## config.mk

```make
export PLATFORM = sky130hd
export DESIGN_NAME = mul_result_collector
export DESIGN_NICKNAME = d
export VERILOG_FILES = /design/src/rtl/mul_result_collector.sv
export SDC_FILE = /design/constraint.sdc
export NUM_CORES = 1
export LEC_CHECK = 0
export BUFFER_PORTS_ARGS = -buffer_cell sky130_fd_sc_hd__buf_2
export CAP_MARGIN = 20
export CELL_PAD_IN_SITES_DETAIL_PLACEMENT = 0
export CELL_PAD_IN_SITES_GLOBAL_PLACEMENT = 1
export CORE_MARGIN = 5
export CORE_UTILIZATION = 45
export DETAILED_ROUTE_END_ITERATION = 10
export PLACE_DENSITY = 0.88
export SLEW_MARGIN = 20
export SYNTH_ARGS = -nofsm -noshare
export SYNTH_HDL_FRONTEND = slang
export SYNTH_SLANG_ARGS = --single-unit
```

## constraint.sdc

```tcl
create_clock -name clk -period 3.8 [get_ports clk]
set_clock_uncertainty 0.05 [all_clocks]
set_input_delay 0.38 -clock clk [delete_from_list [all_inputs] [get_ports clk]]
set_output_delay 0.38 -clock clk [all_outputs]
set_load 0.05 [all_outputs]
```

## src/rtl/mul_result_collector.sv

```systemverilog
// Collects four-beat product groups (d*1, d*3, d*7, d*8) into {base, sum, err} records
// and queues them in a show-ahead FIFO with drop/resync accounting.
module mul_result_collector #(
    parameter int DEPTH = 4
) (
    input  logic        clk,
    input  logic        rst,
    input  logic        in_grant,
    input  logic [10:0] in_data,
    output logic        out_valid,
    input  logic        out_ready,
    output logic [7:0]  out_base,
    output logic [12:0] out_sum,
    output logic        out_err,
    output logic        overflow,
    output logic [7:0]  drop_cnt,
    output logic [7:0]  resync_cnt
);

    localparam int AW    = $clog2(DEPTH);
    localparam int CW    = AW + 1;
    localparam int REC_W = 22;
    localparam logic [CW-1:0] FULL_CNT = CW'(DEPTH);

    typedef enum logic [1:0] {
        IDLE = 2'd0,
        P1   = 2'd1,
        P2   = 2'd2,
        P3   = 2'd3
    } state_t;

    // Record layout {base[7:0], sum[12:0], err}; err flags any product that disagrees with base.
    function automatic logic [REC_W-1:0] make_rec(
        input logic [10:0] p0,
        input logic [10:0] p1,
        input logic [10:0] p2,
        input logic [10:0] p3
    );
        logic [7:0]  base;
        logic [10:0] b8;
        logic [10:0] b1;
        logic [12:0] sum;
        logic        err;
        base = p0[7:0];
        b1   = {3'b000, base};
        b8   = {base, 3'b000};
        sum  = {2'b00, p0} + {2'b00, p1} + {2'b00, p2} + {2'b00, p3};
        err  = (p0[10:8] != 3'b000) || (p1 != (b1 + {b1[9:0], 1'b0}))
            || (p2 != (b8 - b1)) || (p3 != b8);
        return {base, sum, err};
    endfunction

    state_t            state_r, state_nxt_s;
    logic [10:0]       p0_r, p1_r, p2_r;
    logic              cap_p1_s, cap_p2_s, push_s, resync_s;
    logic [REC_W-1:0]  new_rec_s;

    logic [REC_W-1:0]  mem_r [DEPTH];
    logic [AW-1:0]     rd_ptr_r, wr_ptr_r, rd_nxt_ptr_s;
    logic [CW-1:0]     count_r, count_nxt_s;
    logic              out_valid_r, pop_s, do_push_s, drop_s;
    logic              head_load_s;
    logic [REC_W-1:0]  head_nxt_s, head_r;
    logic              overflow_r;
    logic [7:0]        drop_cnt_r, resync_cnt_r;

    // FSM state register.
    always_ff @(posedge clk) begin
        if (rst) begin
            state_r <= IDLE;
        end else begin
            state_r <= state_nxt_s;
        end
    end

    // FSM next state: a grant always (re)starts a group.
    always_comb begin
        state_nxt_s = state_r;
        case (state_r)
            IDLE:    if (in_grant) state_nxt_s = P1; else state_nxt_s = IDLE;
            P1:      if (in_grant) state_nxt_s = P1; else state_nxt_s = P2;
            P2:      if (in_grant) state_nxt_s = P1; else state_nxt_s = P3;
            P3:      if (in_grant) state_nxt_s = P1; else state_nxt_s = IDLE;
            default: state_nxt_s = IDLE;
        endcase
    end

    // FSM outputs: capture enables, record push and resync detection.
    always_comb begin
        cap_p1_s = 1'b0;
        cap_p2_s = 1'b0;
        push_s   = 1'b0;
        resync_s = 1'b0;
        case (state_r)
            IDLE:    resync_s = 1'b0;
            P1:      begin resync_s = in_grant; cap_p1_s = !in_grant; end
            P2:      begin resync_s = in_grant; cap_p2_s = !in_grant; end
            P3:      begin resync_s = in_grant; push_s   = !in_grant; end
            default: resync_s = 1'b0;
        endcase
    end

    // Product capture registers.
    always_ff @(posedge clk) begin
        if (rst) begin
            p0_r <= 11'd0;
            p1_r <= 11'd0;
            p2_r <= 11'd0;
        end else begin
            if (in_grant) p0_r <= in_data;
            if (cap_p1_s) p1_r <= in_data;
            if (cap_p2_s) p2_r <= in_data;
        end
    end

    assign new_rec_s    = make_rec(p0_r, p1_r, p2_r, in_data);
    assign pop_s        = out_valid_r && out_ready;
    assign do_push_s    = push_s && ((count_r != FULL_CNT) || pop_s);
    assign drop_s       = push_s && (count_r == FULL_CNT) && !pop_s;
    assign rd_nxt_ptr_s = rd_ptr_r + AW'(1);

    // Occupancy update.
    always_comb begin
        case ({do_push_s, pop_s})
            2'b10:   count_nxt_s = count_r + CW'(1);
            2'b01:   count_nxt_s = count_r - CW'(1);
            default: count_nxt_s = count_r;
        endcase
    end

    // Next head: the following entry on pop, or the new record when it lands in an empty slot.
    always_comb begin
        head_load_s = 1'b0;
        head_nxt_s  = head_r;
        if (pop_s && (count_r > CW'(1))) begin
            head_load_s = 1'b1;
            head_nxt_s  = mem_r[rd_nxt_ptr_s];
        end else if (do_push_s && ((count_r == CW'(0)) || (pop_s && (count_r == CW'(1))))) begin
            head_load_s = 1'b1;
            head_nxt_s  = new_rec_s;
        end else begin
            head_load_s = 1'b0;
            head_nxt_s  = head_r;
        end
    end

    // FIFO storage.
    always_ff @(posedge clk) begin
        if (!rst && do_push_s) begin
            mem_r[wr_ptr_r] <= new_rec_s;
        end
    end

    // FIFO pointers, head register, status and counters.
    always_ff @(posedge clk) begin
        if (rst) begin
            rd_ptr_r     <= '0;
            wr_ptr_r     <= '0;
            count_r      <= '0;
            out_valid_r  <= 1'b0;
            head_r       <= '0;
            overflow_r   <= 1'b0;
            drop_cnt_r   <= 8'd0;
            resync_cnt_r <= 8'd0;
        end else begin
            if (do_push_s) wr_ptr_r <= wr_ptr_r + AW'(1);
            if (pop_s)     rd_ptr_r <= rd_nxt_ptr_s;
            count_r     <= count_nxt_s;
            out_valid_r <= (count_nxt_s != CW'(0));
            if (head_load_s) head_r <= head_nxt_s;
            if (drop_s) overflow_r <= 1'b1;
            if (drop_s && (drop_cnt_r != 8'hFF))     drop_cnt_r   <= drop_cnt_r + 8'd1;
            if (resync_s && (resync_cnt_r != 8'hFF)) resync_cnt_r <= resync_cnt_r + 8'd1;
        end
    end

    assign out_valid  = out_valid_r;
    assign out_base   = head_r[21:14];
    assign out_sum    = head_r[13:1];
    assign out_err    = head_r[0];
    assign overflow   = overflow_r;
    assign drop_cnt   = drop_cnt_r;
    assign resync_cnt = resync_cnt_r;

endmodule

```

==> results of run 1 <==
==> metrics by stage <==
step	hold WS (ns)	TNS, ns
after CTS	0.197	0
final	0.212	0
after global placement	0.381	0
after global routing	0.223	-0.00838
after floorplan	0.410	0
after detailed placement	0.387	0
==> per-layer routing <==
| layer | GRT usage [%] | vias to the layer above | wire, um |
|---|---|---|---|
| met3 | 3.54 | 22 | 1090 |
| met2 | 30.1 | 206 | 9670 |
| met1 | 26.2 | 2917 | 9110 |
| met5 | 0 | - | 0 |
| li1 | - | 2882 | - |
| met4 | 5.49 | 0 | 282 |
==> cell usage in the layout, fill, tap and decap left out, drive strengths merged, types with 6 or more instances in the layout <==
| master | Yosys | layout |
|---|---|---|
| a211oi | 21 | 21 |
| a21oi | 41 | 41 |
| and2 | 8 | 8 |
| and3 | 6 | 6 |
| buf | 11 | 79 |
| clkbuf | 20 | 18 |
| dfxtp | 82 | 82 |
| edfxtp | 88 | 88 |
| fa | 23 | 23 |
| ha | 39 | 39 |
| inv | 78 | 86 |
| mux2i | 40 | 40 |
| mux4 | 22 | 22 |
| nand2 | 22 | 22 |
| nand3 | 11 | 11 |
| nand4 | 7 | 7 |
| nor2 | 108 | 108 |
| nor3 | 8 | 8 |
| nor4 | 6 | 6 |
| o21ai | 13 | 13 |
| or2 | 6 | 6 |
| xnor2 | 36 | 36 |
| xor2 | 23 | 23 |
==> final cells by class <==
cell class | instances | share of cell area, %
Clock buffer | 18 | 4.33
Clock inverter | 14 | 1.75
Inverter | 78 | 2.89
Multi-Input combinational cell | 502 | 40.9
Sequential cell | 170 | 42.2
Tap cell | 265 | 3.27
Timing Repair Buffer | 79 | 4.59
==> critical path, cell delays in order (launching register included) <==
cell	delay (ns)
dfxtp_1	0.35
inv_2	0.08
fa_1	0.49
fa_1	0.52
inv_1	0.04
ha_1	0.21
fa_1	0.42
a21oi_2	0.19
o2111a_1	0.24
o31ai_1	0.08
a21oi_1	0.24
xnor2_2	0.18
mux2i_1	0.14
a211oi_2	0.27
==> cells by family after synthesis <==
family / count (synthesis) / synth area share [%]
flip-flops: 170 / 48.6
multiplexers: 62 / 10.2
adder cells (fa/ha/maj): 62 / 10.8
XOR/XNOR: 59 / 5.87
AO/OA/AOI/OAI: 108 / 8.05
AND/OR/NAND/NOR: 211 / 11.8
buffers and inverters: 109 / 4.74
==> registers in the layout (all words and copies together) (netlist names), 3 cells and up <==
signal / flops
p2_r: 11
resync_cnt: 8
drop_cnt: 8
p1_r: 11
p0_r: 11
head_r: 22
mem_r: 88
count_r: 3
==> path summary, 6_finish.rpt <==
check,from,endpoint,slack (ns),cells after the start
max reg2reg,p0_r[1]$_SDFFE_PP0P_,head_r[12]$_SDFFE_PP0P_,0.20,13
min reg2reg,overflow$_SDFFE_PP0P_,overflow$_SDFFE_PP0P_,0.40,2
max,p0_r[1]$_SDFFE_PP0P_,head_r[12]$_SDFFE_PP0P_,0.20,13
min,in_data[5],p1_r[5]$_SDFFE_PP0P_,0.21,3
==> repair_timing <==
action,CTS,global route
endpoints found under the setup margin,0,2
buffers inserted,0,0
gates resized for setup,0,5
==> power groups by stage <==
| stage | Clock, mW | Sequential, mW | Combinational [mW] |
|---|---|---|---|
| detailed placement | 0 | 2.20 | 1.20 |
| global placement | 0 | 2.21 | 1.16 |
| CTS | 1.83 | 2.16 | 1.21 |
| floorplan | 0 | 2.37 | 0.690 |
| finish | 1.78 | 2.16 | 1.22 |
| global route | 1.91 | 2.17 | 1.33 |
==> metrics.csv, run 1 <==
stage,metric,value,unit
outcome,status,"finished, final reports clean",
finish,nets@finish,925,
timing,"Worst Setup Slack, final",0.200,ns
setup_path,worst endpoint required time,4.09,ns
drt,TritonRoute pass-1 iters,7,
power_and_ir_drop,total net switching power,1.69,mW
power_and_ir_drop,Max VDD drop,0.000312,V
logic_synthesis,asr flop ratio synth,0,%
timing,Worst-Margin Slew,0.708,ns
die,Core Region,19400,um^2
placement,dpl ws,0.0431,ns
power_and_ir_drop,Flop pwr share,41.8,%
die,Initial Util,45.4,%
flow_run,Max Cap Viol,0,
power_and_ir_drop,Pwr Total,5.16,mW
die,die width,150,um
placement,IO Port Bufs,54,
logic_synthesis,post-synth top area share,30.0,%
cts,TritonCTS Buffers,17,
drt,post-route ant nets,0,
power_and_ir_drop,Comb pwr share,23.6,%
timing,Period minus WS final,3.60,ns
logic_synthesis,"Warnings, synthesis",0,
cts,CTS Root Cell,clkbuf_16,
finish,n_diodes,0,
global_route,total gr overflow,0,
worst_hold_path,Min-Delay Path Class,in -> reg,
global_route,first-pass GRT wire length,32700,um
cts,Max clock buf depth,2,
placement,gp weighted congestion,0.905,
timing,slew margin rel.,52.7,%
logic_synthesis,synth unique cells,59,
logic_synthesis,"area leader, netlist",edfxtp_1,
power_and_ir_drop,PD cells,509,nW/um^2
finish,Multi-input gate area,4150,um^2
logic_synthesis,Syn Area/Cell,11.3,um^2
placement,DP HPWL,14200,um
drt,WL final,20100,um
power_and_ir_drop,Pleak,3.92,nW
power_and_ir_drop,Switching Share,32.7,%
finish,Final Instance Area,10100,um^2
timing,"Slew Viols, Final",0,
logic_synthesis,synthesis-stage register bit count,170,
timing,Final setup viols,0,
logic_synthesis,Post-Syn Nets,858,
logic_synthesis,sequential cell area fraction in the yosys report,48.6,%
setup_path,crit path max fanout,5,
cts,clock transition at the registers of the reported paths,0.07,ns
finish,layout cells sized above 1,17.9,%
global_route,number of global-route vias before repair,6112,
drt,drt drc,0,
finish,Syn-to-layout area delta,15.1,%
cts,TritonCTS clock tree,done,
finish,final core utilization,52.3,%
placement,Placement Cell Area,9500,um^2
global_route,initial antenna violation count,0,
power_and_ir_drop,cell internal pwr,3.47,mW
timing,Fin. Hold Viols,0,
finish,register area,4280,um^2
die,Site Rows,51,
setup_path,CP Class,reg -> reg,
cts,hold buffers post-CTS,0,
setup_path,CP endpoint kind,flop,
finish,fillers,1751,
die,chip height,150,um
drt,DR vias,6027,
power_and_ir_drop,Clock power frac,34.6,%
logic_synthesis,top post-synthesis cells by count,"nor2_1 (108), edfxtp_1 (88), dfxtp_1 (82)",
cts,Skew-Pair Late Insertion Delay,0.43,ns
die,Ports,55,
logic_synthesis,mapped cell area,8810,um^2
drt,Vias per Instance,5.35,
logic_synthesis,leading post-synthesis cells by cell area,"edfxtp_1 (30%), dfxtp_1 (19%), mux4_2 (5.6%)",
timing,f_max,0.278,GHz
setup_path,startpoint types,flop,
drt,DR iter-0 viols,399,
global_route,largest net degree at the start of global routing,40,
logic_synthesis,"count leader, synth",nor2_1,
global_route,total track usage,18.8,%
die,die area,22500,um^2
placement,post-placement cell count,1094,
logic_synthesis,Post-Synthesis Cells,781,
logic_synthesis,Post-synth EDFFs,88,
cts,CTS H-tree lvls,4,
timing,crit share post-route,94.7,%
cts,clock sinks,170,
finish,Finished Layout Cells,1126,
logic_synthesis,leading register cell type out of synthesis,edfxtp_1,
setup_path,critical path arrival,3.89,ns
drt,drt wl/cell,17.9,um
Note: power is estimated with default switching activity, not from simulation.
==> run 2, diff against run 1 <==
ABC_AREA = 1   (was not set)
CORE_UTILIZATION = 42   (was 45)
PLACE_DENSITY = not set   (was 0.88)
PLACE_DENSITY_LB_ADDON = 0.1   (was not set)
SKIP_LAST_GASP = 1   (was not set)
==> metrics.csv, run 2 <==
stage,metric,value,unit,change
outcome,status,"finished, final reports clean",,
finish,nets@finish,1170,,+26%
logic_synthesis,"area leader, netlist",edfxtp_1,,
logic_synthesis,Post-Synthesis Cells,1033,,+32%
drt,drt drc,0,,unchanged
timing,Hold Slack,0.208,ns,-0.00444 ns
timing,RSZ-0062 raised after global routing,false,,
logic_synthesis,Adder-Cell Fraction of Synth Area,10.6,%,-0.21 points
finish,Regs by FF count,"mem_r: 88 flops, head_r: 22 flops",,
global_route,total gr overflow,0,,unchanged
power_and_ir_drop,cell internal pwr,3.40,mW,-2.1%
logic_synthesis,compound-cell area share of the yosys netlist,14.6,%,+6.6 points
cts,CTS H-tree lvls,4,,unchanged
global_route,initial antenna violation count,0,,unchanged
cts,TritonCTS clock tree,done,,
drt,post-route ant nets,0,,unchanged
setup_path,CP endpoint kind,flop,,
power_and_ir_drop,Pleak,4.40,nW,+12%
timing,crit share post-route,85.8,%,-8.9 points
setup_path,crit path max fanout,12,,+7
cts,hold buffers post-CTS,0,,unchanged
die,die area,24400,um^2,+8.7%
drt,drt wl/cell,17.0,um,-5.0%
finish,Final Instance Area,10200,um^2,+0.77%
global_route,first-pass GRT wire length,37400,um,+14%
finish,fillers,2065,,+18%
cts,"Setup Fix Bufs, Post-CTS",0,,unchanged
die,Ports,55,,unchanged
logic_synthesis,"Warnings, synthesis",0,,unchanged
timing,f_max,0.307,GHz,+10%
logic_synthesis,leading post-synthesis cells by cell area,"edfxtp_1 (29%), dfxtp_1 (18%), nand2_1 (8.5%)",,
logic_synthesis,synth unique cells,47,,-20%
drt,DR iter-0 viols,417,,+4.5%
global_route,total track usage,19.8,%,+0.98 points
finish,n_diodes,0,,unchanged
worst_hold_path,Min-Delay Path Class,in -> reg,,
logic_synthesis,Synth Area in Simple Gates,16.5,%,+4.7 points
flow_run,Max Cap Viol,0,,unchanged
die,Core Region,21000,um^2,+8.4%
setup_path,critical path arrival,3.33,ns,-0.56 ns
finish,Top reg by flops,mem_r,,
cts,Skew-Pair Late Insertion Delay,0.43,ns,about the same
timing,Period minus WS final,3.26,ns,-0.340 ns
power_and_ir_drop,Flop pwr share,40.7,%,-1.1 points
logic_synthesis,"count leader, synth",nand2_1,,
logic_synthesis,dominant combinational cell family by area after synthesis,simple AND/OR/NAND/NOR gates,,
setup_path,CP Class,reg -> reg,,
logic_synthesis,asr flop ratio synth,0,%,unchanged
placement,gp weighted congestion,0.835,,-7.7%
setup_path,Crit-path slowest cell,dfxtp_1,,
finish,"commonest non-fill, non-tap cell in the layout",nand2_1,,
placement,IO Port Bufs,54,,unchanged
logic_synthesis,leading register cell type out of synthesis,edfxtp_1,,
die,chip height,156,um,+4.2%
cts,clock transition at the registers of the reported paths,0.07,ns,about the same
global_route,largest net degree at the start of global routing,71,,+78%
setup_path,startpoint types,flop,,
timing,"Slew Viols, Final",0,,unchanged
drt,DR vias,6904,,+15%
logic_synthesis,sequential cell area fraction in the yosys report,47.7,%,-0.95 points
finish,most frequent cells in the layout,"nand2_1 (204), inv_1 (143), a21oi_1 (95)",,
die,Initial Util,42.7,%,-2.7 points
placement,Placement Cell Area,9620,um^2,+1.3%
die,Site Rows,53,,+3.9%
drt,TritonRoute pass-1 iters,4,,-3
power_and_ir_drop,Clock power frac,32.5,%,-2.1 points
placement,DP HPWL,16400,um,+16%
logic_synthesis,synthesis-stage register bit count,170,,unchanged
timing,slew margin rel.,50.0,%,-2.7 points
cts,Max clock buf depth,2,,unchanged
global_route,number of global-route vias before repair,6844,,+12%
cts,clock sinks,170,,unchanged
power_and_ir_drop,total net switching power,1.94,mW,+15%
finish,layout cells sized above 1,11.9,%,-6.0 points
power_and_ir_drop,PD cells,522,nW/um^2,+2.7%
timing,Final setup viols,0,,unchanged
logic_synthesis,Post-Synth XOR/XNOR Area,2.73,%,-3.1 points
finish,Finished Layout Cells,1381,,+23%
finish,Syn-to-layout area delta,13.7,%,
logic_synthesis,mapped cell area,8980,um^2,+2.0%
power_and_ir_drop,Comb pwr share,26.8,%,+3.2 points
logic_synthesis,top post-synthesis cells by count,"nand2_1 (204), inv_1 (144), a21oi_1 (95)",,
logic_synthesis,Post-synth EDFFs,88,,unchanged
setup_path,Crit path largest cell delay,0.68,ns,+0.16 ns
logic_synthesis,post-synth top area share,29.4,%,-0.59 points
logic_synthesis,Syn Area/Cell,8.70,um^2,-23%
cts,TritonCTS Buffers,17,,unchanged
setup_path,CP bufs+invs,1,,-1
timing,Fin. Hold Viols,0,,unchanged
timing,"Worst Setup Slack, final",0.539,ns,+0.340 ns
drt,WL final,23500,um,+17%
timing,Worst-Margin Slew,0.750,ns,+0.0419 ns
cts,PostCTS Resize Cnt,0,,unchanged
cts,CTS Root Cell,clkbuf_16,,
logic_synthesis,multiplexer share of the synthesized area,0,%,-10 points
setup_path,Top delay family on crit path,simple AND/OR/NAND/NOR gates,,
drt,Vias per Instance,5.00,,-6.6%
die,die width,156,um,+4.2%
power_and_ir_drop,Switching Share,36.3,%,+3.6 points
setup_path,critical path cell sequence,"ha_1, inv_1, fa_1, nand2_1, nand2_1, nor4_1, nand3_1, nor3_1, nand3_1, nor3_1, nand4_1",,
logic_synthesis,Post-Syn Nets,1110,,+29%
finish,number of flip-flops in the largest register,88,,unchanged
setup_path,worst endpoint required time,3.87,ns,-0.22 ns
placement,post-placement cell count,1349,,+23%
timing,setup tns final,0,ns,unchanged
placement,dpl ws,0.437,ns,+0.394 ns
power_and_ir_drop,Max VDD drop,0.000308,V,-1.4%
==> run 2: changes by cell type after synthesis, sizes merged, moves of 7 or more <==
| cell | delta |
|---|---|
| a211oi | -18 |
| a21oi | +54 |
| a31oi | +7 |
| and2 | -7 |
| inv | +75 |
| mux2i | -40 |
| mux4 | -22 |
| nand2 | +186 |
| nand3 | +41 |
| nor2 | -52 |
| o21ai | +98 |
| xnor2 | -21 |
| xor2 | -10 |
==> run 2: final timing paths <==
check                   startpoint  cells past startpoint                     to  slack, ns
max           p0_r[0]$_SDFFE_PP0P_                     11  mem_r[1][0]$_DFFE_PP_       0.54
min                     in_data[1]                      3   p1_r[1]$_SDFFE_PP0P_       0.21
max reg2reg   p0_r[0]$_SDFFE_PP0P_                     11  mem_r[1][0]$_DFFE_PP_       0.54
min reg2reg  overflow$_SDFFE_PP0P_                      2  overflow$_SDFFE_PP0P_       0.40
==> run 2: area by class of cell <==
class / count / area (um^2) / share of cell area [%]
Sequential cell: 170 / 4280 / 41.9
Multi-Input combinational cell: 677 / 4000 / 39.1
Timing Repair Buffer: 74 / 420 / 4.11
Clock buffer: 17 / 425 / 4.16
Inverter: 153 / 574 / 5.62
Clock inverter: 15 / 171 / 1.68
Tap cell: 275 / 344 / 3.37
==> run 2: power groups by stage <==
stage          Clock, mW  Sequential, mW  Combinational, mW
2_1_floorplan          0            2.40              0.826
3_3_place_gp           0            2.21               1.44
3_5_place_dp           0            2.21               1.44
4_1_cts             1.77            2.17               1.45
5_1_grt             1.86            2.18               1.60
6_report            1.74            2.17               1.43
==> run 2: worst reg2reg max path: cells and delay by family, from the launching register on <==
kind | cells | cell delay, ns
AND/OR/NAND/NOR | 8 | 1.43
buffers and inverters | 1 | 0.05
adder cells (fa/ha/maj) | 2 | 0.75
flip-flops | 1 | 0.68
==> run 2: cells by family (layout without fill, tap and decap cells) <==
logic type | count (synthesis) | count (layout)
simple gates | 346 | 346
compound gates | 241 | 241
buf+inv | 186 | 259
flops | 170 | 170
fa+ha+maj | 62 | 62
xor+xnor | 28 | 28
==> run 2: through the flow <==
step | total power, mW | utilization, %
5_1_grt | 5.64 | 48.6
6_report | 5.34 | 48.6
3_3_place_gp | 3.65 | 45.8
3_5_place_dp | 3.65 | 45.8
2_1_floorplan | 3.22 | -
4_1_cts | 5.39 | 48.6
==> run 2: metal layers <==
layer  GRT usage (%)  vias up  wire (um)
li1                -     3558          -
met1            26.9     3207      11200
met2            33.7      125      11300
met3            3.24       14        773
met4            3.76        0        195
met5               0        -          0
